==> config.mk <==
export PLATFORM = sky130hd
export DESIGN_NAME = clmul_slice_reducer
export DESIGN_NICKNAME = d
export VERILOG_FILES = /design/src/rtl/clmul_pkg.sv /design/src/rtl/gf_reduce_step.sv /design/src/rtl/clmul_slice_reducer.sv
export SDC_FILE = /design/constraint.sdc
export NUM_CORES = 1
export LEC_CHECK = 0
export ABC_AREA = 1
export CAP_MARGIN = 5
export CORE_MARGIN = 4
export CORE_UTILIZATION = 45
export DETAILED_ROUTE_END_ITERATION = 16
export HOLD_SLACK_MARGIN = 0.08
export PLACE_DENSITY = 0.74
export RECOVER_POWER = 50
export SLEW_MARGIN = 40
export SYNTH_ARGS = -nofsm -noshare
export SYNTH_HDL_FRONTEND = slang
export SYNTH_SLANG_ARGS = --single-unit
==> constraint.sdc <==
create_clock -name clk -period 1.65 [get_ports clk]
set_input_delay 0.165 -clock clk [delete_from_list [all_inputs] [get_ports clk]]
set_output_delay 0.165 -clock clk [all_outputs]
set_load 0.01 [all_outputs]
==> src/rtl/clmul_pkg.sv <==
// Shared constants, state encoding and slice-placement helpers for the
// carry-less product slice reducer.
package clmul_pkg;

  localparam int SLICE_W = 7;
  localparam int BEATS   = 3;
  localparam int FIELD_W = 8;
  localparam int ACC_W   = 2 * FIELD_W - 1;
  localparam int WIDE_W  = ACC_W + SLICE_W;
  localparam int BEAT_W  = 2;
  localparam int IDX_W   = 4;
  localparam logic [FIELD_W:0] POLY = 9'h11B;

  typedef enum logic [1:0] {
    COLLECT = 2'd0,
    REDUCE  = 2'd1,
    OUT     = 2'd2
  } state_t;

  // Slice placed at its beat offset, at full width so nothing is lost before truncation.
  function automatic logic [WIDE_W-1:0] gf_place(input logic [SLICE_W-1:0] slice,
                                                 input logic [BEAT_W-1:0]  beat);
    return WIDE_W'(slice) << (int'(beat) * SLICE_W);
  endfunction

  // Accumulator with the slice XORed in at its beat offset, truncated to ACC_W.
  function automatic logic [ACC_W-1:0] gf_shift_xor(input logic [ACC_W-1:0]   acc,
                                                    input logic [SLICE_W-1:0] slice,
                                                    input logic [BEAT_W-1:0]  beat);
    logic [WIDE_W-1:0] wide;
    wide = gf_place(slice, beat);
    return acc ^ wide[ACC_W-1:0];
  endfunction

  // True when any slice bit lands at or above ACC_W and would be dropped.
  function automatic logic gf_shift_ovf(input logic [SLICE_W-1:0] slice,
                                        input logic [BEAT_W-1:0]  beat);
    logic [WIDE_W-1:0] wide;
    wide = gf_place(slice, beat);
    return |wide[WIDE_W-1:ACC_W];
  endfunction

endpackage

==> src/rtl/gf_reduce_step.sv <==
// One modular-reduction step: clears bit idx_i of the accumulator by
// XORing in the field polynomial aligned so its x^8 term sits on that bit.
module gf_reduce_step
  import clmul_pkg::*;
(
  input  logic [ACC_W-1:0] acc_i,
  input  logic [IDX_W-1:0] idx_i,
  output logic [ACC_W-1:0] acc_o
);

  logic [IDX_W-1:0] shamt_s;
  logic [ACC_W-1:0] poly_s;

  // Conditional XOR of the shifted polynomial when the indexed bit is set.
  always_comb begin
    shamt_s = idx_i - IDX_W'(FIELD_W);
    poly_s  = ACC_W'(POLY) << shamt_s;
    if ((idx_i >= IDX_W'(FIELD_W)) && (idx_i < IDX_W'(ACC_W)) && acc_i[idx_i]) begin
      acc_o = acc_i ^ poly_s;
    end else begin
      acc_o = acc_i;
    end
  end

endmodule

==> src/rtl/clmul_slice_reducer.sv <==
// Collects up to BEATS product slices into a carry-less accumulator,
// reduces it modulo POLY one bit per cycle and offers the field element
// on a valid/ready result port.
module clmul_slice_reducer
  import clmul_pkg::*;
(
  input  logic               clk,
  input  logic               rst_n,
  input  logic               slice_valid,
  output logic               slice_ready,
  input  logic [SLICE_W-1:0] slice_data,
  input  logic               slice_last,
  output logic               res_valid,
  input  logic               res_ready,
  output logic [FIELD_W-1:0] res_data,
  output logic               res_err
);

  state_t             state_q, state_d;
  logic [ACC_W-1:0]   acc_q, acc_d;
  logic [BEAT_W-1:0]  beat_q, beat_d;
  logic [IDX_W-1:0]   idx_q, idx_d;
  logic               ovf_q, ovf_d;
  logic               proto_q, proto_d;
  logic               slice_ready_q, slice_ready_d;
  logic               res_valid_q, res_valid_d;
  logic [FIELD_W-1:0] res_data_q, res_data_d;
  logic               res_err_q, res_err_d;
  logic [ACC_W-1:0]   step_acc_s;

  gf_reduce_step u_step (
    .acc_i (acc_q),
    .idx_i (idx_q),
    .acc_o (step_acc_s)
  );

  // Next-state logic for the collect / reduce / output sequence.
  always_comb begin
    state_d     = state_q;
    acc_d       = acc_q;
    beat_d      = beat_q;
    idx_d       = idx_q;
    ovf_d       = ovf_q;
    proto_d     = proto_q;
    res_valid_d = res_valid_q;
    res_data_d  = res_data_q;
    res_err_d   = res_err_q;
    case (state_q)
      COLLECT: begin
        res_valid_d = 1'b0;
        if (slice_valid && slice_ready_q) begin
          acc_d  = gf_shift_xor(acc_q, slice_data, beat_q);
          ovf_d  = ovf_q | gf_shift_ovf(slice_data, beat_q);
          beat_d = beat_q + 2'd1;
          if (slice_last) begin
            state_d = REDUCE;
            idx_d   = IDX_W'(ACC_W - 1);
          end else if (beat_q == BEAT_W'(BEATS - 1)) begin
            // Ran out of beats without a last marker: finish anyway, flag it.
            state_d = REDUCE;
            idx_d   = IDX_W'(ACC_W - 1);
            proto_d = 1'b1;
          end else begin
            state_d = COLLECT;
          end
        end else begin
          state_d = COLLECT;
        end
      end
      REDUCE: begin
        acc_d = step_acc_s;
        if (idx_q == IDX_W'(FIELD_W)) begin
          state_d     = OUT;
          res_valid_d = 1'b1;
          res_data_d  = step_acc_s[FIELD_W-1:0];
          res_err_d   = ovf_q | proto_q;
        end else begin
          idx_d = idx_q - 4'd1;
        end
      end
      OUT: begin
        if (res_ready) begin
          state_d     = COLLECT;
          res_valid_d = 1'b0;
          acc_d       = '0;
          beat_d      = '0;
          idx_d       = '0;
          ovf_d       = 1'b0;
          proto_d     = 1'b0;
        end else begin
          state_d = OUT;
        end
      end
      default: begin
        state_d     = COLLECT;
        res_valid_d = 1'b0;
      end
    endcase
    slice_ready_d = (state_d == COLLECT);
  end

  // State, datapath and registered-output update.
  always_ff @(posedge clk or negedge rst_n) begin
    if (!rst_n) begin
      state_q       <= COLLECT;
      acc_q         <= '0;
      beat_q        <= '0;
      idx_q         <= '0;
      ovf_q         <= 1'b0;
      proto_q       <= 1'b0;
      slice_ready_q <= 1'b0;
      res_valid_q   <= 1'b0;
      res_data_q    <= '0;
      res_err_q     <= 1'b0;
    end else begin
      state_q       <= state_d;
      acc_q         <= acc_d;
      beat_q        <= beat_d;
      idx_q         <= idx_d;
      ovf_q         <= ovf_d;
      proto_q       <= proto_d;
      slice_ready_q <= slice_ready_d;
      res_valid_q   <= res_valid_d;
      res_data_q    <= res_data_d;
      res_err_q     <= res_err_d;
    end
  end

  assign slice_ready = slice_ready_q;
  assign res_valid   = res_valid_q;
  assign res_data    = res_data_q;
  assign res_err     = res_err_q;

endmodule
Word level (Yosys, flattened, before mapping)

Index checks and enable logic that the tools add are counted.

Add/subtract/negate cells: 3
$mul: 1
$lt $le $gt $ge: 3
Eq/ne operators: 12
Shift-type cells: 2
Muxes and demuxes: 30
Bitwise logic cells: 4
Reduce and logical (&&, ||, !) cells: 15

Operators with widths:

| operator             | count |
|---|---|
| $mux 15              | 3 |
| $pmux 15 s3          | 1 |
| $xor 15x15->15       | 2 |
| $shl 7x5->22         | 1 |
| $mux 4               | 5 |
| $shl 9x4->15 const A | 1 |
| $ne 2x2->1 const B   | 6 |
| $pmux 4 s3           | 1 |
| $mux 2               | 5 |
| $reduce_and 5->1     | 2 |
| $mux 1               | 9 |
| $reduce_or 7->1      | 1 |
| $pmux 1 s2           | 3 |
| $pmux 2 s3           | 1 |
| $reduce_and 3->1     | 2 |
| $lt 4x5->1 const B   | 1 |
| $mul 2x3->5 const B  | 1 |
| $bmux 1 s4           | 1 |
| $eq 2x2->1 const B   | 2 |
| $eq 4x4->1 const B   | 1 |
| $ge 4x4->1 const B   | 1 |
| $logic_not 2->1      | 2 |
| $lt 4x4->1 const B   | 1 |
| $pmux 2 s2           | 1 |
| 12 further kinds     | 16 |

Register bits: 36
Input port bits: 12
Output and inout bits: 11
Word-level logic and storage cells: 81

Longest topological paths before layout

Word-level depth: 6
Mapped depth: 13
Depth with buffers taken out: 13

Modules after synthesis

A second synthesis with hierarchy kept.

Cells, all modules: 458
Area total of the unflattened synthesis: 3035.4 sq um

Modules (own cells, without submodules):

| module              | instances | cells each | area an instance (sq um) | sequential area each (sq um) |
|---|---|---|---|---|
| clmul_slice_reducer | 1         | 291        | 2155.8                   | 900.9 |
| gf_reduce_step      | 1         | 167        | 879.6                    | 0.0 |

Worst setup path after synthesis

OpenSTA, ideal clock, no wires.

Kind: flip-flop to flip-flop
Start point: reg state_q[0]
End point: reg idx_q[3]
Setup time: 0.130 ns
Data arrival time: 1.627 ns
Data required time: 1.520 ns
Setup slack: -0.107 ns
Cell stages (with the launch flop): 13
Path buffers: 1
Period minus slack after synthesis: 1.757 ns
Cell sequence: dfrtp_1 -> inv_1 -> ha_1 -> inv_1 -> or2_1 -> nand2_1 -> nor2_1 -> buf_4 -> nand2_1 -> nor2_2 -> inv_1 -> nor2_1 -> a22oi_1

Longest elaborated chain between the ends: 3
Elaborated cells between the ends (all ways): 10
Those cells by class: 6 x eq/ne; 1 x mux; 3 x reduce/logical

RTL lines:

| element                                                   | line                       | source |
|---|---|---|
| start, declared                                           | clmul_slice_reducer.sv:19  | `state_t state_q, state_d;` |
| start signal, assigned                                    | clmul_slice_reducer.sv:116 | `state_q <= state_d;` |
| $eq 2x1->1, or another cell as far along                  | clmul_slice_reducer.sv:48  | `case (state_q)` |
| $ne 2x2->1 (no source line), or another cell as far along | -                          |  |
| $reduce_and 5->1 (no source line)                         | -                          |  |
| end signal, assigned                                      | clmul_slice_reducer.sv:119 | `idx_q <= idx_d;` |
| end, declared                                             | clmul_slice_reducer.sv:22  | `logic [IDX_W-1:0] idx_q, idx_d;` |

Several ways; a longest one is shown, not always the timed one.
A chain may end at the register's enable or synchronous reset.

Worst setup path after layout

Start point: reg idx_q[0]
End point: reg acc_q[11]

Longest elaborated chain between the ends: 5
Elaborated cells between the ends (all ways): 13
Those cells by class: 1 x add/sub; 2 x order compare; 1 x eq/ne; 1 x shift; 4 x mux; 1 x bitwise; 3 x reduce/logical

RTL lines:

| element                                             | line                                       | source |
|---|---|---|
| $sub 4x4->4, or another cell as far along           | gf_reduce_step.sv:16                       | `shamt_s = idx_i - IDX_W'(FIELD_W);` |
| $shl 9x4->15, or another cell as far along          | gf_reduce_step.sv:17                       | `poly_s = ACC_W'(POLY) << shamt_s;` |
| $xor 15x15->15 or $logic_and 1x1->1 (tied branches) | gf_reduce_step.sv:19, gf_reduce_step.sv:18 |  |
| $mux 15 or $ne 2x1->1 (tied branches)               | -                                          |  |
| $pmux 15 s3 or $reduce_and 4->1 (tied branches)     | -                                          |  |
| end signal, assigned                                | clmul_slice_reducer.sv:106                 | `acc_q <= '0;` |
| end signal, assigned                                | clmul_slice_reducer.sv:117                 | `acc_q <= acc_d;` |
| end, declared                                       | clmul_slice_reducer.sv:20                  | `logic [ACC_W-1:0] acc_q, acc_d;` |

Several ways; a longest one is shown, not always the timed one. The select of a mux whose other input is x is not followed.

==> impl_metrics.json <==
{
  "synth.net_count": 444,
  "yosys.area.top_type_share": 0.317,
  "power_frac_comb": 0.690,
  "synth_xor_area_frac": 0.0247,
  "nNetsFinal": 508,
  "pwr-share-seq": 0.212,
  "ir_drop_uv": 1260,
  "pwr-share-clk": 0.098,
  "reg2reg_from": "idx_q[0]$_DFFE_PN0P_",
  "tns_ns": -0.0504,
  "insertion_delay_ns": 0.29,
  "gp_congestion": 0.952,
  "fin_crit_ns": 1.70,
  "diodes": 0,
  "ys.warnings.count": 0,
  "std_cell_rows": 28,
  "cts_tree": "done",
  "reg2reg_slack_ns": -0.05,
  "reg2reg_to": "acc_q[11]$_DFFE_PN0P_",
  "whs_endpoint": "res_err$_DFFE_PN0P_",
  "maxSlewViolCount": 0,
  "netlist_area_um2": 2840,
  "cts_buffer_depth": 2,
  "drt_iter0_drc": 325,
  "dp_hpwl_um": 5990,
  "via_per_inst": 5.24,
  "finalClockSkew_ns": 0.00844,
  "synth_area_leaders": "dfrtp_1, nand2_1, inv_1",
  "cp-start-kind": "flip-flop",
  "fillers": 528,
  "synth_cell_types": 31,
  "first_global_vias": 2826,
  "synthCells": 421,
  "ioPinCount": 23,
  "violations": "setup timing",
  "synth_compound_area_frac": 0.172,
  "yosys.area_share.simple": 0.317,
  "ys_seq_elements": 36,
  "grt_first_pass_wirelength_um": 12900,
  "fin_crit_sh": 1.03,
  "power.switching_mw": 3.69,
  "die_w_um": 87.4,
  "path_class": "flip-flop to flip-flop",
  "first_pass_iters": 5,
  "dr_total_vias": 2942,
  "synthMuxAreaShare": 0,
  "place_ws_ns": -0.108,
  "numPortBuffers": 22,
  "core-area_um2": 6030,
  "synth_top_family_by_area": "simple AND/OR/NAND/NOR gates",
  "ant_nets": 0,
  "grt_max_degree": 20,
  "hold_depth": 2,
  "synth_fa_ha_area_frac": 0.0485,
  "worstRegToRegCells": 11,
  "syn_avg_cell_area_um2": 6.74,
  "worstPathMaxFanout": 10,
  "area_delta_synth_final_pct": 36.1,
  "start_util": 0.471,
  "met2_length_um": 4170,
  "seq_area_frac_synth": 0.317,
  "setup_ws_ns": -0.0504,
  "cts.clk_slew.worst_paths_ns": 0.07,
  "htreeDepth": 2,
  "wl_um": 8230,
  "route.detailed.drc": 0,
  "worstHoldStart": "res_err$_DFFE_PN0P_",
  "rsz0062_at_grt": "true",
  "cpPeakStageDelay_ns": 0.38,
  "track_usage": 0.216,
  "yosys.area.top_type": "dfrtp_1",
  "crit_arrival_ns": 1.91,
  "max_clock_freq_mhz": 588,
  "required_ns": 1.86,
  "endpoint_kind": "flip-flop",
  "status": "complete, but fails checks",
  "crit_top_cell": "nand2_1",
  "tightest_slew_ns": 1.08,
  "dr_wl_met3_um": 422,
  "drive_above_1_share": 0.294,
  "relSlewSlack": 0.279,
  "cpMaxStageDelayCell": "dfrtp_1",
  "clock-sinks": 36,
  "cts_buffers": 5,
  "power.leakage_nw": 1.90,
  "avgRoutedWirePerCell_um": 14.7,
  "maxCapViolCount": 0,
  "root_buffer": "clkbuf_8",
  "p_int_mw": 4.06,
  "die_area_um2": 7640,
  "powerDensity_nw_per_um2": 2010,
  "crit_chain": "buf_4 -> ha_1 -> o21ai_0 -> o21ai_1 -> nand2_1 -> nand2_1 -> nor2_1 -> nand2_1 -> nand2_1 -> nand2_1 -> o21ai_1",
  "setup_viol": 1,
  "grt_overflow": 0,
  "antenna_found_initial": 0,
  "wl_met1_um": 3470,
  "power_switching_share": 0.476,
  "hold_class": "flip-flop to flip-flop",
  "die_h_um": 87.4,
  "finalHoldViolCount": 0,
  "dr.max_layer_used": "met4"
}
-- area by class of cell --
class | instances | area, um^2 | share of cell area
timing repair buffer | 71 | 661 | 0.171
multi-input combinational | 309 | 1850 | 0.479
sequential | 36 | 903 | 0.234
inverter | 62 | 249 | 0.0644
tap | 75 | 93.8 | 0.0243
clock inverter | 2 | 35.0 | 0.00907
clock buffer | 6 | 72.6 | 0.0188
-- routing by layer --
| layer | vias up | global-route usage |
|---|---|---|
| li1 | 1471 | - |
| met1 | 1369 | 0.261 |
| met2 | 87 | 0.368 |
| met3 | 15 | 0.0568 |
| met4 | 0 | 0.0781 |
| met5 | - | 0 |
-- Yosys cell counts (all sizes together) --
| cell type | number |
|---|---|
| a31oi | 10 |
| nor2 | 32 |
| xor2 | 8 |
| a22oi | 3 |
| dfrtp | 36 |
| o211ai | 5 |
| o21ai | 35 |
| nand2 | 133 |
| ha | 11 |
| buf | 12 |
| a21oi | 26 |
| nand4 | 1 |
| nor3 | 11 |
| inv | 62 |
| clkbuf | 2 |
| nand3 | 28 |
| or2 | 4 |
| o22ai | 2 |
-- worst max-delay path, delay by kind of cell, from the launching register on --
kind            cells  cell delay (ns)
flops               1             0.38
compound gates      3             0.44
simple gates        6             0.39
fa+ha+maj           1             0.23
buf+inv             1             0.18
-- placed cells by master, fill, tap and decap left out, drive strengths merged --
cell type / instances
clkinv: 1
inv: 59
a22oi: 3
ha: 11
nand3: 28
or2: 4
buf: 48
a31oi: 10
o211ai: 5
nor2: 32
dlygate4sd3: 1
xor2: 8
bufinv: 1
nor3: 11
a21oi: 26
nand4: 1
clkbuf: 7
nand2: 133
o22ai: 2
clkdlybuf4s50: 21
dfrtp: 36
clkinvlp: 3
o21ai: 35
-- cells by family (layout without fill, tap and decap cells) --
group	after synthesis	count (layout)
and+or+nand+nor	209	209
AOI/OAI and AO/OA	81	81
buffers and inverters	76	141
DFF	36	36
adders and majority gates	11	11
xor gates and xnor gates	8	8
-- worst max-delay path by stage --
stage	from	endpoint	slack, ns	cells past startpoint
floorplan	state_q[0]$_DFF_PN0_	idx_q[3]$_DFFE_PN0P_	-0.04	12
CTS	idx_q[1]$_DFFE_PN0P_	acc_q[14]$_DFFE_PN0P_	0.003	11
global placement	idx_q[0]$_DFFE_PN0P_	acc_q[3]$_DFFE_PN0P_	-0.08	9
global route	idx_q[1]$_DFFE_PN0P_	acc_q[14]$_DFFE_PN0P_	-0.12	12
detailed placement	res_ready	idx_q[2]$_DFFE_PN0P_	-0.11	10
finish	idx_q[0]$_DFFE_PN0P_	acc_q[11]$_DFFE_PN0P_	-0.05	11
-- repair_timing --
action / in CTS / in global routing
buffers inserted: 0 / 6
resized for setup: 11 / 66
endpoints found under the hold margin: 17 / 0
setup endpoints to repair: 24 / 30
pin swaps: 7 / 27
hold buffers: 1 / 0
-- power by group through the flow --
stage | logic, mW | registers (mW) | clock network [mW]
2_1_floorplan | 3.00 | 1.63 | 0
3_3_place_gp | 4.48 | 1.62 | 0
3_5_place_dp | 4.59 | 1.63 | 0
4_1_cts | 4.64 | 1.62 | 0.789
5_1_grt | 5.92 | 1.69 | 0.831
6_report | 5.35 | 1.64 | 0.761
-- through the flow --
step / utilization / hold WS [ns] / cell area [um^2] / std cells / power, mW
4_1_cts: 0.593 / 0.368 / 3570 / 555 / 7.06
3_3_place_gp: 0.570 / 0.133 / 3430 / 547 / 6.09
3_5_place_dp: 0.570 / 0.142 / 3430 / 547 / 6.23
6_report: 0.641 / 0.486 / 3860 / 561 / 7.75
2_1_floorplan: - / -0.131 / 2860 / 421 / 4.63
5_1_grt: 0.641 / 0.534 / 3860 / 561 / 8.44
-- registers in the layout, indices dropped and copies added, names as in the netlist --
signal and count:
acc_q 15, beat_q 2, idx_q 4, ovf_q 1
proto_q 1, res_data 8, res_err 1, res_valid 1
slice_ready 1, state_q 2
Note: power is estimated with default switching activity, not from simulation.
